===== src/rtl/wisc_pkg.sv =====
// Shared types and constants for the write-back stage and register file.
// Optional feature macro used by rf_core: WB_BYPASS_EN (write-before-read bypass).
package wisc_pkg;

  localparam int unsigned DATA_W   = 16;
  localparam int unsigned NUM_REGS = 8;
  localparam int unsigned REG_AW   = $clog2(NUM_REGS);

  // Write-back source select encodings
  localparam logic [1:0] WB_SEL_ALU = 2'b00;
  localparam logic [1:0] WB_SEL_MEM = 2'b01;
  localparam logic [1:0] WB_SEL_PC  = 2'b10;
  localparam logic [1:0] WB_SEL_ILL = 2'b11;

  // MEM/WB pipeline register contents
  typedef struct packed {
    logic              valid;
    logic [1:0]        wb_sel;
    logic              reg_we;
    logic [REG_AW-1:0] reg_dst;
    logic              halt;
    logic [DATA_W-1:0] alu;
    logic [DATA_W-1:0] mem;
    logic [DATA_W-1:0] pc2;
  } mem_wb_t;

  // Write-back value; the illegal encoding falls back to the ALU result
  function automatic logic [DATA_W-1:0] wb_select(input mem_wb_t r);
    logic [DATA_W-1:0] v;
    v = r.alu;
    case (r.wb_sel)
      WB_SEL_ALU: v = r.alu;
      WB_SEL_MEM: v = r.mem;
      WB_SEL_PC:  v = r.pc2;
      default:    v = r.alu;
    endcase
    return v;
  endfunction

endpackage


===== src/rtl/rf_core.sv =====
// Architectural register file: NUM_REGS x DATA_W, one write port, two
// combinational read ports, synchronous reset of every register.
// Macro WB_BYPASS_EN: a read of the register being written this cycle returns
// the write data instead of the stored value.
module rf_core
  import wisc_pkg::*;
#(
  parameter int unsigned RF_DATA_W = DATA_W,
  parameter int unsigned RF_REGS   = NUM_REGS,
  parameter int unsigned RF_AW     = REG_AW
) (
  input  logic                 clk,
  input  logic                 rst,
  input  logic                 we,
  input  logic [RF_AW-1:0]     waddr,
  input  logic [RF_DATA_W-1:0] wdata,
  input  logic [RF_AW-1:0]     raddr1,
  input  logic [RF_AW-1:0]     raddr2,
  output logic [RF_DATA_W-1:0] rdata1,
  output logic [RF_DATA_W-1:0] rdata2
);

  logic [RF_DATA_W-1:0] regs [RF_REGS];

  // Register array: clear on reset, otherwise single-port write (R0 included)
  always_ff @(posedge clk) begin
    if (rst) begin
      for (int unsigned i = 0; i < RF_REGS; i++) begin
        regs[i] <= '0;
      end
    end else if (we) begin
      regs[waddr] <= wdata;
    end
  end

  // Combinational read ports, optionally bypassing the in-flight write
  always_comb begin
    rdata1 = regs[raddr1];
    rdata2 = regs[raddr2];
`ifdef WB_BYPASS_EN
    if (we && (raddr1 == waddr)) rdata1 = wdata;
    if (we && (raddr2 == waddr)) rdata2 = wdata;
`endif
  end

endmodule


===== src/rtl/wb_stage_regfile.sv =====
// Write-back stage: MEM/WB pipeline register, write-back select, sticky halt,
// and the architectural register file (rf_core).
// Macro WB_BYPASS_EN (passed to rf_core): same-cycle write-to-read bypass.
module wb_stage_regfile
  import wisc_pkg::*;
(
  input  logic              clk,
  input  logic              rst,
  input  logic              stall,
  input  logic              flush,
  input  logic              in_valid,
  input  logic [DATA_W-1:0] mem_rdata,
  input  logic [DATA_W-1:0] alu_result,
  input  logic [DATA_W-1:0] pc_plus2,
  input  logic [1:0]        wb_sel,
  input  logic              reg_we,
  input  logic [REG_AW-1:0] reg_dst,
  input  logic              halt_in,
  input  logic [REG_AW-1:0] rd_addr1,
  input  logic [REG_AW-1:0] rd_addr2,
  output logic [DATA_W-1:0] rd_data1,
  output logic [DATA_W-1:0] rd_data2,
  output logic              wb_valid,
  output logic              wb_en,
  output logic [REG_AW-1:0] wb_reg,
  output logic [DATA_W-1:0] wb_data,
  output logic              halted,
  output logic              err
);

  mem_wb_t mw;

  // MEM/WB capture with priority rst > halted > flush > stall > capture
  always_ff @(posedge clk) begin
    if (rst) begin
      mw <= '0;
    end else if (halted) begin
      mw.valid <= 1'b0;
    end else if (flush) begin
      mw.valid <= 1'b0;
    end else if (!stall) begin
      mw.valid   <= in_valid;
      mw.wb_sel  <= wb_sel;
      mw.reg_we  <= reg_we;
      mw.reg_dst <= reg_dst;
      mw.halt    <= halt_in;
      mw.alu     <= alu_result;
      mw.mem     <= mem_rdata;
      mw.pc2     <= pc_plus2;
    end
  end

  // Sticky halt: set once a valid HALT sits in write-back, cleared only by reset
  always_ff @(posedge clk) begin
    if (rst) begin
      halted <= 1'b0;
    end else if (mw.valid && mw.halt) begin
      halted <= 1'b1;
    end
  end

  // Write-back outputs derived from the registered stage contents
  always_comb begin
    wb_valid = mw.valid;
    wb_en    = mw.valid & mw.reg_we;
    wb_reg   = mw.reg_dst;
    wb_data  = wb_select(mw);
    err      = mw.valid & (mw.wb_sel == WB_SEL_ILL);
  end

  rf_core #(
    .RF_DATA_W (DATA_W),
    .RF_REGS   (NUM_REGS),
    .RF_AW     (REG_AW)
  ) u_rf (
    .clk    (clk),
    .rst    (rst),
    .we     (wb_en),
    .waddr  (wb_reg),
    .wdata  (wb_data),
    .raddr1 (rd_addr1),
    .raddr2 (rd_addr2),
    .rdata1 (rd_data1),
    .rdata2 (rd_data2)
  );

endmodule


===== config.mk =====
export PLATFORM = sky130hd
export DESIGN_NAME = wb_stage_regfile
export DESIGN_NICKNAME = d
export VERILOG_FILES = /design/src/rtl/wisc_pkg.sv /design/src/rtl/rf_core.sv /design/src/rtl/wb_stage_regfile.sv
export SDC_FILE = /design/constraint.sdc
export NUM_CORES = 1
export LEC_CHECK = 0
export BUFFER_PORTS_ARGS = -buffer_cell sky130_fd_sc_hd__buf_2
export CELL_PAD_IN_SITES_DETAIL_PLACEMENT = 1
export CELL_PAD_IN_SITES_GLOBAL_PLACEMENT = 2
export CORE_MARGIN = 1.5
export CORE_UTILIZATION = 41
export DETAILED_ROUTE_END_ITERATION = 8
export PLACE_DENSITY_LB_ADDON = 0.1
export RECOVER_POWER = 50
export REMOVE_ABC_BUFFERS = 1
export SLEW_MARGIN = 20
export SYNTH_ARGS = -nofsm -noshare
export SYNTH_HDL_FRONTEND = slang
export SYNTH_SLANG_ARGS = --single-unit

===== constraint.sdc =====
create_clock -name clk -period 3.15 [get_ports clk]
set_clock_uncertainty 0.2 [all_clocks]
set_input_delay 0.315 -clock clk [delete_from_list [all_inputs] [get_ports clk]]
set_output_delay 0.315 -clock clk [all_outputs]
set_load 0.02 [all_outputs]

After elaboration in Yosys (flattened, before gate mapping)
Memories as Yosys holds them, arrays and structs flattened.
Index checks and enable logic that the tools add are counted.
- register bits after elaboration: 57
- RAM bits: 128
- bits of input ports: 66
- memories: 1
- memories (name ; depth ; width ; read ports ; clocked after Yosys merged registers in ; write ports ; line ; RTL):
    u_rf.regs ; 8 ; 16 ; 2 ; 0 ; 8 ; rf_core.sv:23 ; logic [RF_DATA_W-1:0] regs [RF_REGS];
- equality and inequality tests: 3
- multiplexer cells: 9
- bitwise operators: 5
- reduce and logical (&&, ||, !) cells: 4
- operator list (kind ; number):
    one-hot mux 16 bit (2 select lines) ; 1
    two-way mux 16 bit ; 1
    OR reduction 16 bit ; 1
    two-way mux 1 bit ; 6
    == test 2 bit, second input constant ; 2
    two-way mux 3 bit ; 1
    inverter 1 bit ; 3
    AND reduction 3 bit ; 1
    OR reduction 3 bit ; 1
    AND 1 bit ; 2
    == test 2 x 1 -> 1 bit, second input constant ; 1
    logical AND 1 bit ; 1

Depth between registers and ports, before layout
- word-level depth: 6
- gate-level depth with buffers: 6
- depth with buffers taken out: 4

Cells and area by module
Synthesis repeated with hierarchy kept, for this count alone.
- cells, all modules: 763
- area, all modules: 9952.0 um^2
- modules (own cells, without submodules) (module ; times used ; cells each ; area an instance (um^2)):
    rf_core ; 1 ; 430 ; 6974.2
    wb_stage_regfile ; 1 ; 333 ; 2977.9

Worst setup path before layout
OpenSTA, ideal clock, no wires.
- path kind: reg2reg
- start point: register mw, in the netlist wb_valid
- end point: memory u_rf.regs[2][0] (netlist name) (enable)
- data arrival time: 2.074 ns
- setup slack: 0.484 ns
- stages on the path, launching flop included: 6
- buffers on the path: 3
- period minus slack after synthesis: 2.666 ns
- path through: dfxtp_1 > or3b_1 > clkbuf_1 > buf_6 > buf_6 > o21bai_1
- RTL lines (element ; line ; RTL):
    from (decl) ; wb_stage_regfile.sv:31 ; mem_wb_t mw;
    to (decl) ; rf_core.sv:23 ;

Worst setup path in the final report
- start point: register mw[53] (netlist name)
- end point: output wb_data[3]
- longest elaborated chain between the ends: 2
- elaborated cells between the ends (all ways): 3
- those cells by class: eq/ne: 2; mux: 1
- RTL lines (element ; line ; RTL):
    == test 2 bit or == test 2 x 1 -> 1 bit (tied branches) ; wisc_pkg.sv:31 ; case (r.wb_sel)
    one-hot mux 16 bit (2 select lines) * ; wisc_pkg.sv:31 ;
    to (decl) ; wb_stage_regfile.sv:26 ; output logic [DATA_W-1:0] wb_data,
Mark *: on every way between the ends. The rest lies on a longest branch, timed or not.

==> results.cfg <==
[synth]
synth_area_mm2 = 0.0101
number_of_synthesized_flops_with_an_enable_pin = 128
synth.yosys.seq_area_share_pct = 49.1
number_of_synthesized_register_bits = 185
ys_warn_count = 0
netlist-cell-type-count = 26
post_synth.cell_area_avg_um2 = 13.3
syn-instance-count = 763
synth_ff_type = sky130_fd_sc_hd__edfxtp_1
synth_async_sr_flop_share_pct = 0

[setup_path]
endpoint_kind_of_the_worst_setup_timing_path = output port
reg2reg_to = u_rf.regs[5][14]
crit-reg2reg-launch = wb_valid
setup.reg_to_reg.worst_slack_ns = 0.33
critPathArrivalTime_ns = 2.44
cp.required_ns = 2.63
startpoint_type = flip-flop
critPathKind = flip-flop to output port
worst-r2r-cell-count = 3
maximum_fanout_along_the_worst_path = 17

[global_route]
grt_max_degree = 114
globalRouteTotalUtil_pct = 23.1
gr-total-overflow = 0
grt_first_pass_wirelength_um = 45100
grt_pass1_vias = 7763
grt_antenna_before_repair = 0

[route]
drcViolationCount = 0
ant_nets = 0
viasPerCell = 6.22
num_vias = 7278
wl_um = 28700
detail_route.iter0.violations = 425
length_of_the_first_detailed_routing_pass_in_iterations = 5
routed_wire_length_per_instance_um = 24.5

[timing]
final.setup.worst_slack_ns = 0.197
hold_violations = 0
finalHoldWorstSlack_ns = 0.0132
setup-violations-final = 0
slew_worst_pin_ns = 1.84
final-max-slew-violation-count = 114
period_minus_slack_ns = 2.95
worst_slew_margin_rel_pct = -22.6
setup_repair_after_global_routing_missed_its_margin = false
final.period_utilization_pct = 93.8
timing.fmax_ghz = 0.339

[power_and_ir_drop]
total_power_mw = 5.70
total_leakage_power_nw = 3.87
worst_ir_drop_vdd_mv = 0.377
power.density_mw_per_mm2 = 496

[placement]
place.port_buffers = 120
routabilityCongestion = 0.744
detailed_place_hpwl_um = 18200
dpl_worst_slack_ns = 0.577

[clocking]
clk_root_buffer_cell = sky130_fd_sc_hd__clkbuf_16
clock_path_buffers = 2
clk_sink_count = 185
clk-insertion-delay-late_ns = 0.43
number_of_buffers_inserted_during_clock_tree_synthesis = 17
clk_transition_reported_paths_ns = 0.07
post_cts.resized_instances = 0
tritoncts = yes
cts.htree.levels = 4

[hold_path]
worst_hold_path.endpoint = mw[48]
whs_path_depth = 3
worst_hold_startpoint = halt_in
hold_path_class = primary input to flip-flop

[finish]
final_util_pct = 47.3
final_net_count = 902
largest_register_ffs = 128
commonest_non_fill_non_tap_cell_in_the_layout = sky130_fd_sc_hd__edfxtp_1
final_cell_mix = 128 x sky130_fd_sc_hd__edfxtp_1, 118 x sky130_fd_sc_hd__nor4_1, 106 x sky130_fd_sc_hd__buf_2, 64 x sky130_fd_sc_hd__mux4_2
layout-drive-gt1-share_pct = 35.1
layout-area-overhead-vs-synth_pct = 13.4
antennaDiodeCount = 0

[floorplanning]
initial_utilization_pct = 41.7
ioPinCount = 121
floorplan.die.height_um = 160
floorplan.die_area_mm2 = 0.0257
core-area_mm2 = 0.0243
placement_rows = 57
die_width_um = 160

[status]
result_of_the_run = finished, violations left
violations = capacitance limit, slew limit

[flow_run]
maxCapViolations = 1
-- layout make-up --
class | instances | area, um2
Fill cell | 2507 | 12800
Sequential cell | 185 | 4990
Multi-Input combinational cell | 460 | 4580
Timing Repair Buffer | 167 | 972
Clock buffer | 19 | 443
Tap cell | 324 | 405
Clock inverter | 13 | 121
Inverter | 2 | 7.51
-- Yosys cell counts, drive strengths merged (3+ instances only) --
| cell | n | area, um2 |
|---|---|---|
| ha | 3 | 37.5 |
| nor2b | 16 | 100 |
| mux4 | 64 | 1440 |
| mux2 | 32 | 360 |
| a221oi | 16 | 353 |
| dfxtp | 57 | 1140 |
| o21bai | 8 | 60.1 |
| o31ai | 55 | 413 |
| edfxtp | 128 | 3840 |
| a21oi | 56 | 280 |
| or4b | 55 | 551 |
| buf | 56 | 298 |
| clkbuf | 60 | 225 |
| nor4 | 129 | 907 |
| nand3b | 3 | 22.5 |
| nor2 | 17 | 63.8 |
-- metrics by stage --
| step | setup TNS, ns | area [um2] | cells |
|---|---|---|---|
| finish | 0 | 11500 | 1170 |
| global route | 0 | 11500 | 1170 |
| CTS | 0 | 11600 | 1170 |
| detailed placement | 0 | 11100 | 1137 |
| global placement | 0 | 11100 | 1137 |
| floorplan | -34.79 | 9630 | 647 |
-- cell families after synthesis --
group,Yosys count,synth area share [%]
multiplexers,97,17.9
adder cells (fa/ha/maj),3,0.370
AND/OR/NAND/NOR,225,16.5
AO/OA/AOI/OAI,135,10.9
buffers and inverters,118,5.23
flip-flops,185,49.1
-- how the worst max path moves through the flow --
stage	start	end
final	mw[53]	wb_data[3]
after global routing	mw[53]	wb_data[3]
after CTS	mw[53]	wb_data[0]
after detailed placement	wb_valid	u_rf.regs[6][13]
after global placement	wb_valid	u_rf.regs[6][13]
after floorplan	wb_valid	u_rf.regs[3][0]
-- power by group --
part	total, mW	internal, mW	switching [mW]
clock network	2.07	1.12	0.956
registers	2.74	2.68	0.0613
logic	0.890	0.353	0.537
-- worst max-delay path, cell delays in order (launching register included) --
cell                       delay [ns]
sky130_fd_sc_hd__dfxtp_1         0.38
sky130_fd_sc_hd__inv_1           0.06
sky130_fd_sc_hd__ha_2            0.51
sky130_fd_sc_hd__buf_12          0.23
sky130_fd_sc_hd__nor2b_1         0.15
sky130_fd_sc_hd__clkbuf_1        0.35
sky130_fd_sc_hd__nor2_1          0.12
sky130_fd_sc_hd__buf_2           0.18
-- what timing repair did --
item                                   CTS  global route
endpoints found under the hold margin    1             0
hold buffers                             1             0
setup buffers                            0             0
-- per-layer routing --
layer / track usage, % / share of wire (%) / up-vias
met5: 0 / 0 / -
met4: 7.43 / 2.2 / 0
met3: 2.89 / 4.7 / 46
met2: 40.8 / 51 / 236
met1: 29.4 / 42 / 3676
li1: - / - / 3320
Note: power is estimated with default switching activity, not from simulation.
